`config.mk`:
```
export PLATFORM = sky130hd
export DESIGN_NAME = multicycle_ctrl_flat
export DESIGN_NICKNAME = d
export VERILOG_FILES = /design/src/rtl/multicycle_ctrl_pkg.sv /design/src/rtl/multicycle_ctrl_if.sv /design/src/rtl/multicycle_ctrl_opdec.sv /design/src/rtl/multicycle_ctrl.sv /design/src/flat_wrapper.sv
export SDC_FILE = /design/constraint.sdc
export NUM_CORES = 1
export LEC_CHECK = 0
export BUFFER_PORTS_ARGS = -buffer_cell sky130_fd_sc_hd__buf_2
export CELL_PAD_IN_SITES_DETAIL_PLACEMENT = 1
export CELL_PAD_IN_SITES_GLOBAL_PLACEMENT = 2
export CORE_MARGIN = 2
export CORE_UTILIZATION = 31
export DETAILED_ROUTE_END_ITERATION = 6
export GPL_TIMING_DRIVEN = 0
export PLACE_DENSITY_LB_ADDON = 0.15
export REMOVE_ABC_BUFFERS = 1
export SYNTH_ARGS = -nofsm -noshare
export SYNTH_HDL_FRONTEND = slang
export SYNTH_SLANG_ARGS = --single-unit
```
`constraint.sdc`:
```
create_clock -name clk -period 2.96 [get_ports clk]
set_input_delay 0.592 -clock clk [delete_from_list [all_inputs] [get_ports clk]]
set_output_delay 0.592 -clock clk [all_outputs]
set_load 0.01 [all_outputs]
```
`src/rtl/multicycle_ctrl_pkg.sv`:
```
// Shared encodings for the multicycle controller: FSM states, opcodes and datapath mux selects.
// ILLEGAL_TRAP_EN (optional macro) is consumed by the interface and top, not here.
package ctrl_pkg;

  typedef enum logic [2:0] {
    ST_FETCH  = 3'd0,
    ST_DECODE = 3'd1,
    ST_EXEC   = 3'd2,
    ST_MEM    = 3'd3,
    ST_WB     = 3'd4,
    ST_HALT   = 3'd5
  } state_t;

  localparam logic [3:0] OP_ADD  = 4'h0;
  localparam logic [3:0] OP_SUB  = 4'h1;
  localparam logic [3:0] OP_AND  = 4'h2;
  localparam logic [3:0] OP_OR   = 4'h3;
  localparam logic [3:0] OP_ADDI = 4'h4;
  localparam logic [3:0] OP_LW   = 4'h5;
  localparam logic [3:0] OP_SW   = 4'h6;
  localparam logic [3:0] OP_BEQ  = 4'h7;
  localparam logic [3:0] OP_JMP  = 4'h8;
  localparam logic [3:0] OP_HALT = 4'hF;

  localparam logic [1:0] ALU_ADD = 2'd0;
  localparam logic [1:0] ALU_SUB = 2'd1;
  localparam logic [1:0] ALU_AND = 2'd2;
  localparam logic [1:0] ALU_OR  = 2'd3;

  localparam logic [1:0] SRCB_REG = 2'd0;
  localparam logic [1:0] SRCB_IMM = 2'd1;
  localparam logic [1:0] SRCB_ONE = 2'd2;

  localparam logic [1:0] PC_INC    = 2'd0;
  localparam logic [1:0] PC_BRANCH = 2'd1;
  localparam logic [1:0] PC_JUMP   = 2'd2;

endpackage

```
`src/rtl/multicycle_ctrl_if.sv`:
```
// Controller <-> datapath/memory bundle. master = controller, slave = datapath side.
// illegal_op exists only when ILLEGAL_TRAP_EN is defined.
interface multicycle_ctrl_if #(
  parameter int CNT_W = 8
);

  logic [7:0]       instr;
  logic             mem_ready;
  logic             zero;
  logic             mem_req;
  logic             mem_we;
  logic             addr_sel;
  logic             ir_write;
  logic             pc_write;
  logic [1:0]       pc_src;
  logic [1:0]       alu_op;
  logic [1:0]       alu_src_b;
  logic             reg_write;
  logic             mem_to_reg;
  logic             halted;
  logic [CNT_W-1:0] retired;
`ifdef ILLEGAL_TRAP_EN
  logic             illegal_op;
`endif

  modport master (
`ifdef ILLEGAL_TRAP_EN
    output illegal_op,
`endif
    input  instr,
    input  mem_ready,
    input  zero,
    output mem_req,
    output mem_we,
    output addr_sel,
    output ir_write,
    output pc_write,
    output pc_src,
    output alu_op,
    output alu_src_b,
    output reg_write,
    output mem_to_reg,
    output halted,
    output retired
  );

  modport slave (
`ifdef ILLEGAL_TRAP_EN
    input  illegal_op,
`endif
    output instr,
    output mem_ready,
    output zero,
    input  mem_req,
    input  mem_we,
    input  addr_sel,
    input  ir_write,
    input  pc_write,
    input  pc_src,
    input  alu_op,
    input  alu_src_b,
    input  reg_write,
    input  mem_to_reg,
    input  halted,
    input  retired
  );

endinterface

```
`src/rtl/multicycle_ctrl_opdec.sv`:
```
// Combinational opcode classifier feeding the controller FSM from the latched opcode.
module ctrl_opdec
  import ctrl_pkg::*;
#(
  parameter int OP_W = 4
) (
  input  logic [OP_W-1:0] op,
  output logic            is_alu,
  output logic            is_addi,
  output logic            is_lw,
  output logic            is_sw,
  output logic            is_beq,
  output logic            is_jmp,
  output logic            is_halt,
  output logic            is_illegal
);

  // Register-register ALU ops occupy the bottom four codes; 9..E are unassigned.
  always_comb begin
    is_alu     = (op <= OP_OR);
    is_addi    = (op == OP_ADDI);
    is_lw      = (op == OP_LW);
    is_sw      = (op == OP_SW);
    is_beq     = (op == OP_BEQ);
    is_jmp     = (op == OP_JMP);
    is_halt    = (op == OP_HALT);
    is_illegal = (op > OP_JMP) && (op != OP_HALT);
  end

endmodule

```
`src/rtl/multicycle_ctrl.sv`:
```
// FSM controller for the 8-bit multicycle datapath (fetch/decode/exec/mem/wb + halt).
// Optional macro ILLEGAL_TRAP_EN: illegal opcodes trap to HALT and raise sticky illegal_op.
module multicycle_ctrl
  import ctrl_pkg::*;
#(
  parameter int OP_W  = 4,
  parameter int CNT_W = 8
) (
  input  logic               clk,
  input  logic               rst,
  multicycle_ctrl_if.master  bus
);

  state_t           state_q;
  state_t           state_d;
  logic [OP_W-1:0]  op_q;
  logic [CNT_W-1:0] retired_q;
  logic             retire;

  logic is_alu, is_addi, is_lw, is_sw, is_beq, is_jmp, is_halt, is_illegal;

  logic       mem_req_c, mem_we_c, addr_sel_c, ir_write_c, pc_write_c;
  logic [1:0] pc_src_c, alu_op_c, alu_src_b_c;
  logic       reg_write_c, mem_to_reg_c, halted_c;

`ifdef ILLEGAL_TRAP_EN
  logic illegal_q;
  logic set_illegal;
`endif

  ctrl_opdec #(.OP_W(OP_W)) u_opdec (
    .op         (op_q),
    .is_alu     (is_alu),
    .is_addi    (is_addi),
    .is_lw      (is_lw),
    .is_sw      (is_sw),
    .is_beq     (is_beq),
    .is_jmp     (is_jmp),
    .is_halt    (is_halt),
    .is_illegal (is_illegal)
  );

  always_ff @(posedge clk or posedge rst) begin
    if (rst) begin
      state_q <= ST_FETCH;
    end else begin
      state_q <= state_d;
    end
  end

  // The opcode is captured on the same edge that loads IR, so EXEC decodes from op_q.
  always_ff @(posedge clk or posedge rst) begin
    if (rst) begin
      op_q <= '0;
    end else if (state_q == ST_FETCH && bus.mem_ready) begin
      op_q <= bus.instr[7 -: OP_W];
    end
  end

  always_ff @(posedge clk or posedge rst) begin
    if (rst) begin
      retired_q <= '0;
    end else if (retire) begin
      retired_q <= retired_q + CNT_W'(1);
    end
  end

`ifdef ILLEGAL_TRAP_EN
  always_ff @(posedge clk or posedge rst) begin
    if (rst) begin
      illegal_q <= 1'b0;
    end else if (set_illegal) begin
      illegal_q <= 1'b1;
    end
  end
`endif

  // Outputs are held at zero for the whole reset, even though the reset state is FETCH.
  always_comb begin
    state_d      = state_q;
    retire       = 1'b0;
    mem_req_c    = 1'b0;
    mem_we_c     = 1'b0;
    addr_sel_c   = 1'b0;
    ir_write_c   = 1'b0;
    pc_write_c   = 1'b0;
    pc_src_c     = PC_INC;
    alu_op_c     = ALU_ADD;
    alu_src_b_c  = SRCB_REG;
    reg_write_c  = 1'b0;
    mem_to_reg_c = 1'b0;
    halted_c     = 1'b0;
`ifdef ILLEGAL_TRAP_EN
    set_illegal  = 1'b0;
`endif
    if (!rst) begin
      case (state_q)
        ST_FETCH: begin
          mem_req_c = 1'b1;
          if (bus.mem_ready) begin
            ir_write_c  = 1'b1;
            pc_write_c  = 1'b1;
            pc_src_c    = PC_INC;
            alu_src_b_c = SRCB_ONE;
            alu_op_c    = ALU_ADD;
            state_d     = ST_DECODE;
          end
        end
        ST_DECODE: begin
          state_d = ST_EXEC;
        end
        ST_EXEC: begin
          if (is_alu) begin
            alu_op_c    = op_q[1:0];
            alu_src_b_c = SRCB_REG;
            state_d     = ST_WB;
          end else if (is_addi) begin
            alu_src_b_c = SRCB_IMM;
            state_d     = ST_WB;
          end else if (is_lw || is_sw) begin
            alu_src_b_c = SRCB_IMM;
            state_d     = ST_MEM;
          end else if (is_beq) begin
            alu_op_c    = ALU_SUB;
            alu_src_b_c = SRCB_REG;
            pc_src_c    = PC_BRANCH;
            pc_write_c  = bus.zero;
            retire      = 1'b1;
            state_d     = ST_FETCH;
          end else if (is_jmp) begin
            pc_src_c   = PC_JUMP;
            pc_write_c = 1'b1;
            retire     = 1'b1;
            state_d    = ST_FETCH;
          end else if (is_halt) begin
            retire  = 1'b1;
            state_d = ST_HALT;
          end else if (is_illegal) begin
`ifdef ILLEGAL_TRAP_EN
            set_illegal = 1'b1;
            state_d     = ST_HALT;
`else
            retire  = 1'b1;
            state_d = ST_FETCH;
`endif
          end
        end
        ST_MEM: begin
          mem_req_c  = 1'b1;
          addr_sel_c = 1'b1;
          mem_we_c   = is_sw;
          if (bus.mem_ready) begin
            if (is_sw) begin
              retire  = 1'b1;
              state_d = ST_FETCH;
            end else begin
              state_d = ST_WB;
            end
          end
        end
        ST_WB: begin
          reg_write_c  = 1'b1;
          mem_to_reg_c = is_lw;
          retire       = 1'b1;
          state_d      = ST_FETCH;
        end
        ST_HALT: begin
          halted_c = 1'b1;
        end
        default: begin
          state_d = ST_FETCH;
        end
      endcase
    end
  end

  assign bus.mem_req    = mem_req_c;
  assign bus.mem_we     = mem_we_c;
  assign bus.addr_sel   = addr_sel_c;
  assign bus.ir_write   = ir_write_c;
  assign bus.pc_write   = pc_write_c;
  assign bus.pc_src     = pc_src_c;
  assign bus.alu_op     = alu_op_c;
  assign bus.alu_src_b  = alu_src_b_c;
  assign bus.reg_write  = reg_write_c;
  assign bus.mem_to_reg = mem_to_reg_c;
  assign bus.halted     = halted_c;
  assign bus.retired    = retired_q;
`ifdef ILLEGAL_TRAP_EN
  assign bus.illegal_op = illegal_q;
`endif

endmodule
```
`src/flat_wrapper.sv`:
```
// flat-port wrapper written by rule: the top's interface ports become plain ports
module multicycle_ctrl_flat import ctrl_pkg::*;
#(
  parameter int OP_W  = 4,
  parameter int CNT_W = 8
)
  (clk, rst, bus_instr, bus_mem_ready, bus_zero, bus_mem_req, bus_mem_we, bus_addr_sel, bus_ir_write, bus_pc_write, bus_pc_src, bus_alu_op, bus_alu_src_b, bus_reg_write, bus_mem_to_reg, bus_halted, bus_retired);
  multicycle_ctrl_if #(.CNT_W(CNT_W)) bus_i ();
  input  logic clk;
  input  logic rst;
  input wire logic [$bits(bus_i.instr)-1:0] bus_instr;
  input wire logic [$bits(bus_i.mem_ready)-1:0] bus_mem_ready;
  input wire logic [$bits(bus_i.zero)-1:0] bus_zero;
  output wire logic [$bits(bus_i.mem_req)-1:0] bus_mem_req;
  output wire logic [$bits(bus_i.mem_we)-1:0] bus_mem_we;
  output wire logic [$bits(bus_i.addr_sel)-1:0] bus_addr_sel;
  output wire logic [$bits(bus_i.ir_write)-1:0] bus_ir_write;
  output wire logic [$bits(bus_i.pc_write)-1:0] bus_pc_write;
  output wire logic [$bits(bus_i.pc_src)-1:0] bus_pc_src;
  output wire logic [$bits(bus_i.alu_op)-1:0] bus_alu_op;
  output wire logic [$bits(bus_i.alu_src_b)-1:0] bus_alu_src_b;
  output wire logic [$bits(bus_i.reg_write)-1:0] bus_reg_write;
  output wire logic [$bits(bus_i.mem_to_reg)-1:0] bus_mem_to_reg;
  output wire logic [$bits(bus_i.halted)-1:0] bus_halted;
  output wire logic [$bits(bus_i.retired)-1:0] bus_retired;
  assign bus_i.instr = bus_instr;
  assign bus_i.mem_ready = bus_mem_ready;
  assign bus_i.zero = bus_zero;
  assign bus_mem_req = bus_i.mem_req;
  assign bus_mem_we = bus_i.mem_we;
  assign bus_addr_sel = bus_i.addr_sel;
  assign bus_ir_write = bus_i.ir_write;
  assign bus_pc_write = bus_i.pc_write;
  assign bus_pc_src = bus_i.pc_src;
  assign bus_alu_op = bus_i.alu_op;
  assign bus_alu_src_b = bus_i.alu_src_b;
  assign bus_reg_write = bus_i.reg_write;
  assign bus_mem_to_reg = bus_i.mem_to_reg;
  assign bus_halted = bus_i.halted;
  assign bus_retired = bus_i.retired;
  multicycle_ctrl #(.OP_W(OP_W), .CNT_W(CNT_W)) u_core (.clk(clk), .rst(rst), .bus(bus_i));
endmodule
```
==> results of run 1 <==
==> kinds of logic (layout without fill, tap and decap cells) <==
group | Yosys count | count (layout) | share of synthesized area (%)
adder cells (fa/ha/maj) | 1 | 1 | 1.21
multiplexers | 5 | 5 | 5.71
AND/OR/NAND/NOR | 47 | 47 | 29.6
buffers and inverters | 11 | 36 | 4.01
XOR/XNOR | 8 | 8 | 6.80
AO/OA/AOI/OAI | 24 | 24 | 16.2
flip-flops | 15 | 15 | 36.5
==> final timing paths <==
path | from | to | slack (ps) | depth (start not counted)
max | u_core.state_q[1] | bus_alu_op[0] | 400 | 5
min | u_core.bus.retired[7] | u_core.bus.retired[7] | 480 | 1
max reg2reg | u_core.state_q[1] | u_core.bus.retired[1] | 1030 | 4
min reg2reg | u_core.bus.retired[7] | u_core.bus.retired[7] | 480 | 1
max in group asynchronous | rst | u_core.op_q[3] | 1960 | 2
min in group asynchronous | rst | u_core.state_q[1] | 540 | 2
==> per-layer routing <==
metal | GRT usage, % | part of all wire, %
met1 | 23.4 | 54
met2 | 20.2 | 42
met3 | 3.78 | 4.1
met4 | 1.82 | 0.53
met5 | 0 | 0
==> cell usage in the layout, fill, tap and decap left out, types with 2 or more instances in the layout <==
cell,Yosys,layout
buf_2,0,29
dfrtp_1,15,15
o21ai_0,9,9
nand2_1,8,8
xnor2_1,8,8
nor2_1,7,7
nor2b_1,5,5
nor4b_1,4,4
mux2_2,3,3
nand2b_1,3,3
inv_1,3,3
a21oi_1,3,3
and4_1,3,3
clkbuf_4,0,3
a31oi_1,2,2
nand4b_1,2,2
nand3_1,2,2
nor3_1,2,2
and2_1,2,2
nor4_1,2,2
a211oi_1,2,2
==> where the power goes <==
part	switching [mW]	internal (mW)	total [mW]
Clock	0.0603	0.0522	0.113
Sequential	0.207	0.279	0.486
Combinational	0.221	0.244	0.464
Total	0.488	0.574	1.06
==> flip-flops by register name, indices dropped and copies added, names as in the netlist <==
name / count
u_core.bus.retired: 8
u_core.state_q: 3
u_core.op_q: 4
==> Yosys cell counts, types with 2 or more instances <==
cell type,n,area (µm²)
nand3_1,2,10.0
a211oi_1,2,15.0
inv_1,3,11.3
nor2b_1,5,31.3
nand2_1,8,30.0
mux2_2,3,33.8
a21oi_1,3,15.0
nor2_1,7,26.3
nand2b_1,3,18.8
nor4b_1,4,35.0
xnor2_1,8,70.1
clkbuf_1,7,26.3
and4_1,3,26.3
nand4b_1,2,17.5
a31oi_1,2,12.5
nor4_1,2,12.5
o21ai_0,9,45.0
nor3_1,2,10.0
dfrtp_1,15,375
and2_1,2,12.5
==> final cells by class <==
cell class                 instances  area share (%)
inverter                           3           0.918
tap                               44            4.49
multi-input combinational         85            50.0
timing repair buffer              29            11.8
sequential                        15            30.6
clock buffer                       4            2.14
==> qor.csv, run 1 <==
metric;value;unit
start_kind;flip-flop;
final_antenna_net_count;0;
cp_slowest_cell;dfrtp_1;
finalCritPeriodShare;86.6;%
worst-path-max-fanout;15;
rsz0062_at_grt;false;
via_count;912;
synthArstFlopShare;100;%
dpl_cell_area;1200;µm²
cts_buffers;3;
cts_buffer_depth;2;
track_usage;14.7;%
ys_seq_area_share;36.5;%
tns;0;ps
final-seq-area;375;µm²
htree_levels;1;
tightest_slew;724;ps
crit_type;reg2out;
path_common_cell;nand2b_1;
ys.warnings.count;0;
gp_congestion;0.748;
end_kind;output port;
dp.cells;176;
instances_no_fill;180;
cts_resized;0;
cpLargestDelayFamily;simple AND/OR/NAND/NOR gates;
crit_chain;or2b_1 > nand2b_1 > nand2b_1 > a21oi_1 > buf_2;
dr.pass1.iters;4;
fin_util;39.5;%
final_cell_area;1230;µm²
critical_path_buf_inv_count;1;
die_area;3800;µm²
die_h;61.6;µm
syn_to_final_growth;19.1;%
holdCritPathClass;reg2reg;
viasPerCell;5.07;
status;completed;
powerDensity;866;nW/µm²
power.total;1.06;mW
slowest_delay;670;ps
drv_slew;0;
drt-wirelength-per-cell;13.7;µm
grt_pass1_vias;836;
slew_headroom;51.7;%
cts_hold_buf;0;
grt_pass1_wl;4240;µm
row_count;20;
coreArea;3100;µm²
synth_seq_cells;15;
fmax;390;MHz
path_clk_slew;90;ps
period_minus_slack;2560;ps
drive_gt1_share;28.7;%
cp.required;2370;ps
ioPinCount;34;
fill_cells;399;
multi_input_comb_area;613;µm²
synth_edf_count;0;
leakage;0.541;nW
grt_max_degree;22;
clock_sinks;15;
drt-total-wl;2460;µm
syn_area;1030;µm²
cts_tree;done;
finalClockSkew;6.31;ps
synth_ff_type;dfrtp_1;
root_buffer;clkbuf_4;
hold_violations;0;
whs;476;ps
pre_cts_slack;594;ps
syn-instance-count;111;
final-setup-viol-count;0;
ir_drop;0.000400;V
cp.arrival;1970;ps
num_antenna_cells;0;
fin_ws;398;ps
synth.distinct_cells;39;
drc;0;
grt_overflow_total;0;
port_buffers;29;
drv_cap;0;
first_iter_violations;36;
die_w;61.6;µm
initial_core_util;33.2;%
post_cts_buffers;0;
hpwl;1750;µm
grt_antenna_before_repair;0;
fin_nets;150;
avgSynthCellArea;9.28;µm²
insertion_delay;270;ps
No activity file was read; power rests on OpenSTA's default activity.
==> run 2: changes to the inputs <==
--- a/config.mk
+++ b/config.mk
@@ -9,11 +9,12 @@
 export CELL_PAD_IN_SITES_DETAIL_PLACEMENT = 1
 export CELL_PAD_IN_SITES_GLOBAL_PLACEMENT = 2
 export CORE_MARGIN = 2
-export CORE_UTILIZATION = 31
+export CORE_UTILIZATION = 29
 export DETAILED_ROUTE_END_ITERATION = 6
 export GPL_TIMING_DRIVEN = 0
 export PLACE_DENSITY_LB_ADDON = 0.15
 export REMOVE_ABC_BUFFERS = 1
+export SLEW_MARGIN = 20
 export SYNTH_ARGS = -nofsm -noshare
 export SYNTH_HDL_FRONTEND = slang
 export SYNTH_SLANG_ARGS = --single-unit
==> constraint.sdc (replaced) <==
create_clock -name clk -period 2.4 [get_ports clk]
set_input_delay 0.48 -clock clk [delete_from_list [all_inputs] [get_ports clk]]
set_output_delay 0.48 -clock clk [all_outputs]
set_load 0.01 [all_outputs]
==> qor.csv, run 2 (same netlist as run 1, synthesis figures left out) <==
metric;value;unit
status;completed;
grt_pass1_vias;860;
num_antenna_cells;0;
finalClockSkew;4.27;ps
fin_nets;156;
htree_levels;1;
root_buffer;clkbuf_4;
clock_sinks;15;
fin_util;38.0;%
largest_reg_flops;8;
track_usage;13.0;%
cp.arrival;1720;ps
holdCritPathClass;in2reg;
fill_cells;434;
leakage;0.570;nW
path_common_cell;nand2b_1;
ioPinCount;34;
viasPerCell;4.95;
path_clk_slew;90;ps
rsz0062_at_grt;false;
drive_gt1_share;34.5;%
slowest_delay;440;ps
powerDensity;1090;nW/µm²
final_cell_area;1280;µm²
hpwl;1860;µm
insertion_delay;290;ps
crit_chain;or2b_1 > nand2b_1 > nand2b_1 > a21oi_1 > buf_2;
gp_congestion;0.662;
coreArea;3360;µm²
cts_tree;done;
drc;0;
drv_cap;0;
cts_buffers;3;
die_area;4040;µm²
via_count;931;
tightest_slew;740;ps
pre_cts_slack;248;ps
port_buffers;29;
dr.pass1.iters;3;
crit_type;reg2out;
end_kind;output port;
drt-total-wl;2540;µm
final_cell_mix;buf_2 (29), dfrtp_1 (12), o21ai_0 (9);
hold_violations;0;
period_minus_slack;2200;ps
syn_to_final_growth;24.2;%
grt_antenna_before_repair;0;
drv_slew;0;
grt_pass1_wl;4140;µm
final_antenna_net_count;0;
fin_ws;203;ps
dpl_cell_area;1200;µm²
instances_no_fill;188;
dp.cells;178;
fmax;455;MHz
grt_max_degree;22;
first_iter_violations;17;
initial_core_util;30.6;%
grt_overflow_total;0;
final_common_cell;buf_2;
ir_drop;0.000370;V
final-setup-viol-count;0;
drt-wirelength-per-cell;13.5;µm
cts_buffer_depth;2;
cp.required;1920;ps
die_h;63.6;µm
slew_headroom;50.6;%
start_kind;flip-flop;
finalCritPeriodShare;91.6;%
row_count;21;
worst-path-max-fanout;8;
die_w;63.6;µm
tns;0;ps
cp_slowest_cell;dfrtp_2;
run 2: changes by cell type in the layout (fill, tap and decap cells not counted), sizes merged:
cell,change
clkinv,+1
buf,+6
clkbuf,-1
run 2: final timing paths:
kind / startpoint / end / slack (ps) / cells after the start
worst max-delay path: u_core.state_q[1] / bus_alu_op[0] / 200 / 5
worst min-delay path: bus_instr[5] / u_core.op_q[1] / 400 / 3
worst max register to register: u_core.state_q[1] / u_core.bus.retired[1] / 580 / 5
worst min register to register: u_core.bus.retired[7] / u_core.bus.retired[7] / 490 / 1
max in group asynchronous: rst / u_core.state_q[0] / 1470 / 2
min in group asynchronous: rst / u_core.bus.retired[4] / 410 / 2
run 2: through the flow:
stage	hold WS [ps]	total power, mW
finish	397	1.40
global route	392	1.53
CTS	386	1.35
detailed placement	465	1.18
global placement	459	1.16
floorplan	427	0.972
run 2: cell type report:
| class | count | area, µm² | share of cell area, % |
|---|---|---|---|
| Clock buffer | 3 | 22.5 | 1.76 |
| Clock inverter | 1 | 5.00 | 0.391 |
| Inverter | 3 | 11.3 | 0.881 |
| Multi-Input combinational cell | 85 | 613 | 47.9 |
| Sequential cell | 15 | 379 | 29.6 |
| Tap cell | 46 | 57.6 | 4.50 |
| Timing Repair Buffer | 35 | 190 | 14.9 |
run 2: critical path, delay by kind of cell (launching register included):
family | cells | cell delay (ps)
AND/OR/NAND/NOR | 3 | 710
flip-flops | 1 | 440
AO/OA/AOI/OAI | 1 | 120
buffers and inverters | 1 | 150
run 2: timing repair:
action,4_1_cts,5_1_grt
setup endpoints to repair,2,3
hold buffers,0,0
resized for setup,1,2
buffers inserted,0,6
run 2: layer usage:
metal	GRT usage [%]	vias to the layer above	share of wire, %
met5	0	-	0
met3	2.32	4	4.1
met1	19.2	437	52
met4	4.08	0	1.2
li1	-	471	-
met2	19.1	19	43
run 2: report_power, final:
part | switching, mW | leakage (nW) | internal [mW]
Clock | 0.0889 | 0.0177 | 0.0620
Combinational | 0.330 | 0.365 | 0.360
Sequential | 0.209 | 0.188 | 0.350
==> run 3: changes to the inputs <==
--- a/config.mk
+++ b/config.mk
@@ -10,11 +10,11 @@
 export CELL_PAD_IN_SITES_GLOBAL_PLACEMENT = 2
 export CORE_MARGIN = 2
 export CORE_UTILIZATION = 29
+export CTS_BUF_LIST = sky130_fd_sc_hd__clkbuf_16
 export DETAILED_ROUTE_END_ITERATION = 6
 export GPL_TIMING_DRIVEN = 0
 export PLACE_DENSITY_LB_ADDON = 0.15
 export REMOVE_ABC_BUFFERS = 1
-export SLEW_MARGIN = 20
 export SYNTH_ARGS = -nofsm -noshare
 export SYNTH_HDL_FRONTEND = slang
 export SYNTH_SLANG_ARGS = --single-unit
==> qor.csv, run 3 (same netlist as run 1, synthesis figures left out) <==
metric;value;unit
reg2reg_to;u_core.bus.retired[1];
p_seq_share;37.5;%
whs_path_depth;3;
hold_violations;0;
holdCritPathClass;in2reg;
switchingPower;0.647;mW
cts_buffer_depth;2;
drive_gt1_share;32.4;%
drv_cap;0;
htree_levels;1;
r2r_slack;540;ps
grt_overflow_total;0;
die_h;63.6;µm
die_area;4040;µm²
ir_drop;0.000430;V
cp.arrival;1760;ps
final_cell_mix;buf_2 (29), dfrtp_1 (13), o21ai_0 (9);
leakage;0.580;nW
grt_max_degree;22;
fmax;447;MHz
largest_reg_flops;8;
cts_buffers;3;
crit_type;reg2out;
cp.required;1920;ps
drt-total-wl;2590;µm
drv_slew;0;
num_antenna_cells;0;
fin_nets;153;
drt-wirelength-per-cell;14.0;µm
final_antenna_net_count;0;
grt_antenna_before_repair;0;
cts_tree;done;
drc;0;
p_clk_share;21.6;%
final-setup-viol-count;0;
use_met2;20.0;%
hpwl;1860;µm
cts_hold_buf;0;
tns;0;ps
power.total;1.55;mW
worst-path-max-fanout;14;
pre_cts_slack;248;ps
end_kind;output port;
start_kind;flip-flop;
gp_congestion;0.662;
insertion_delay;250;ps
tightest_slew;732;ps
clock_sinks;15;
r2r_cells;4;
whs;438;ps
status;completed;
combPwrFrac;41.0;%
port_buffers;29;
fin_ws;161;ps
rsz0062_at_grt;false;
grt_pass1_wl;4240;µm
grt_pass1_vias;881;
final_common_cell;buf_2;
sw_frac_of_total;41.8;%
via_count;931;
dr.pass1.iters;4;
met3_usage;2.32;%
syn_to_final_growth;27.0;%
coreArea;3360;µm²
viasPerCell;5.03;
powerDensity;1180;nW/µm²
grt_use_met1;19.2;%
row_count;21;
hold_path_startpoint;bus_instr[5];
die_w;63.6;µm
ioPinCount;34;
period_minus_slack;2240;ps
path_clk_slew;50;ps
holdPathEnd;u_core.op_q[1];
busiest_layer;met2;
first_iter_violations;16;
track_usage;13.5;%
finalCritPeriodShare;93.3;%
rr_startpoint;u_core.state_q[2];
finalClockSkew;0.979;ps
power.internal;0.902;mW
initial_core_util;30.6;%
slew_headroom;51.2;%
root_buffer;clkbuf_16;
-- run 3: cell types whose count changed in the layout (fill, tap and decap cells not counted) --
cell       before  now
buf_4           6    3
clkbuf_16       0    3
clkbuf_4        3    0
dfrtp_1        12   13
dfrtp_2         3    2
-- run 3: layer usage --
metal  routed length [µm]  part of all wire [%]
met3                  115                   4.4
met1                 1320                    51
met4                   51                   2.0
met2                 1110                    43
met5                    0                     0
-- run 3: worst max-delay path, cell delays in order (launching register included) --
cell and delay [ps]:
dfrtp_2 510, or2b_1 290, nand2b_1 230, nand2b_1 210, a21oi_1 120, buf_2 150
-- run 3: area by class of cell --
cell class	count	area (µm²)
multi-input combinational	85	613
fill	430	2060
clock buffer	3	75.1
timing repair buffer	32	168
sequential	15	378
tap	46	57.6
clock inverter	1	5.00
inverter	3	11.3
-- run 3: how the worst max path moves through the flow --
| stage | start | cells after the start | to | slack [ps] |
|---|---|---|---|---|
| 6_report | u_core.state_q[0] | 5 | bus_alu_op[0] | 160 |
| 5_1_grt | u_core.state_q[0] | 5 | bus_alu_op[0] | 0.5 |
| 4_1_cts | u_core.state_q[0] | 5 | bus_alu_op[0] | 70 |
| 3_5_place_dp | rst | 4 | bus_halted | 250 |
| 3_3_place_gp | u_core.state_q[1] | 5 | bus_alu_op[0] | 290 |
| 2_1_floorplan | u_core.state_q[1] | 4 | bus_alu_op[0] | 520 |
-- run 3: timing repair --
item                       in CTS  in global routing
setup buffers                   0                  3
resized for setup               1                  1
setup endpoints to repair       1                  2
hold endpoints to repair        0                  0
cloned                          0                  0
-- run 3: power groups by stage --
stage               clock network (mW)  registers, mW  logic, mW
floorplan                            0          0.549      0.423
global placement                     0          0.597      0.568
detailed placement                   0          0.603      0.581
CTS                              0.343          0.602      0.586
global route                     0.350          0.619      0.704
finish                           0.334          0.580      0.634
-- run 3: stage by stage --
stage | cells | area (µm²) | utilization, %
after global placement | 178 | 1200 | 35.8
after global routing | 185 | 1310 | 38.9
after detailed placement | 178 | 1200 | 35.8
after CTS | 182 | 1280 | 38.2
final | 185 | 1310 | 38.9
after floorplan | 103 | 1000 | -
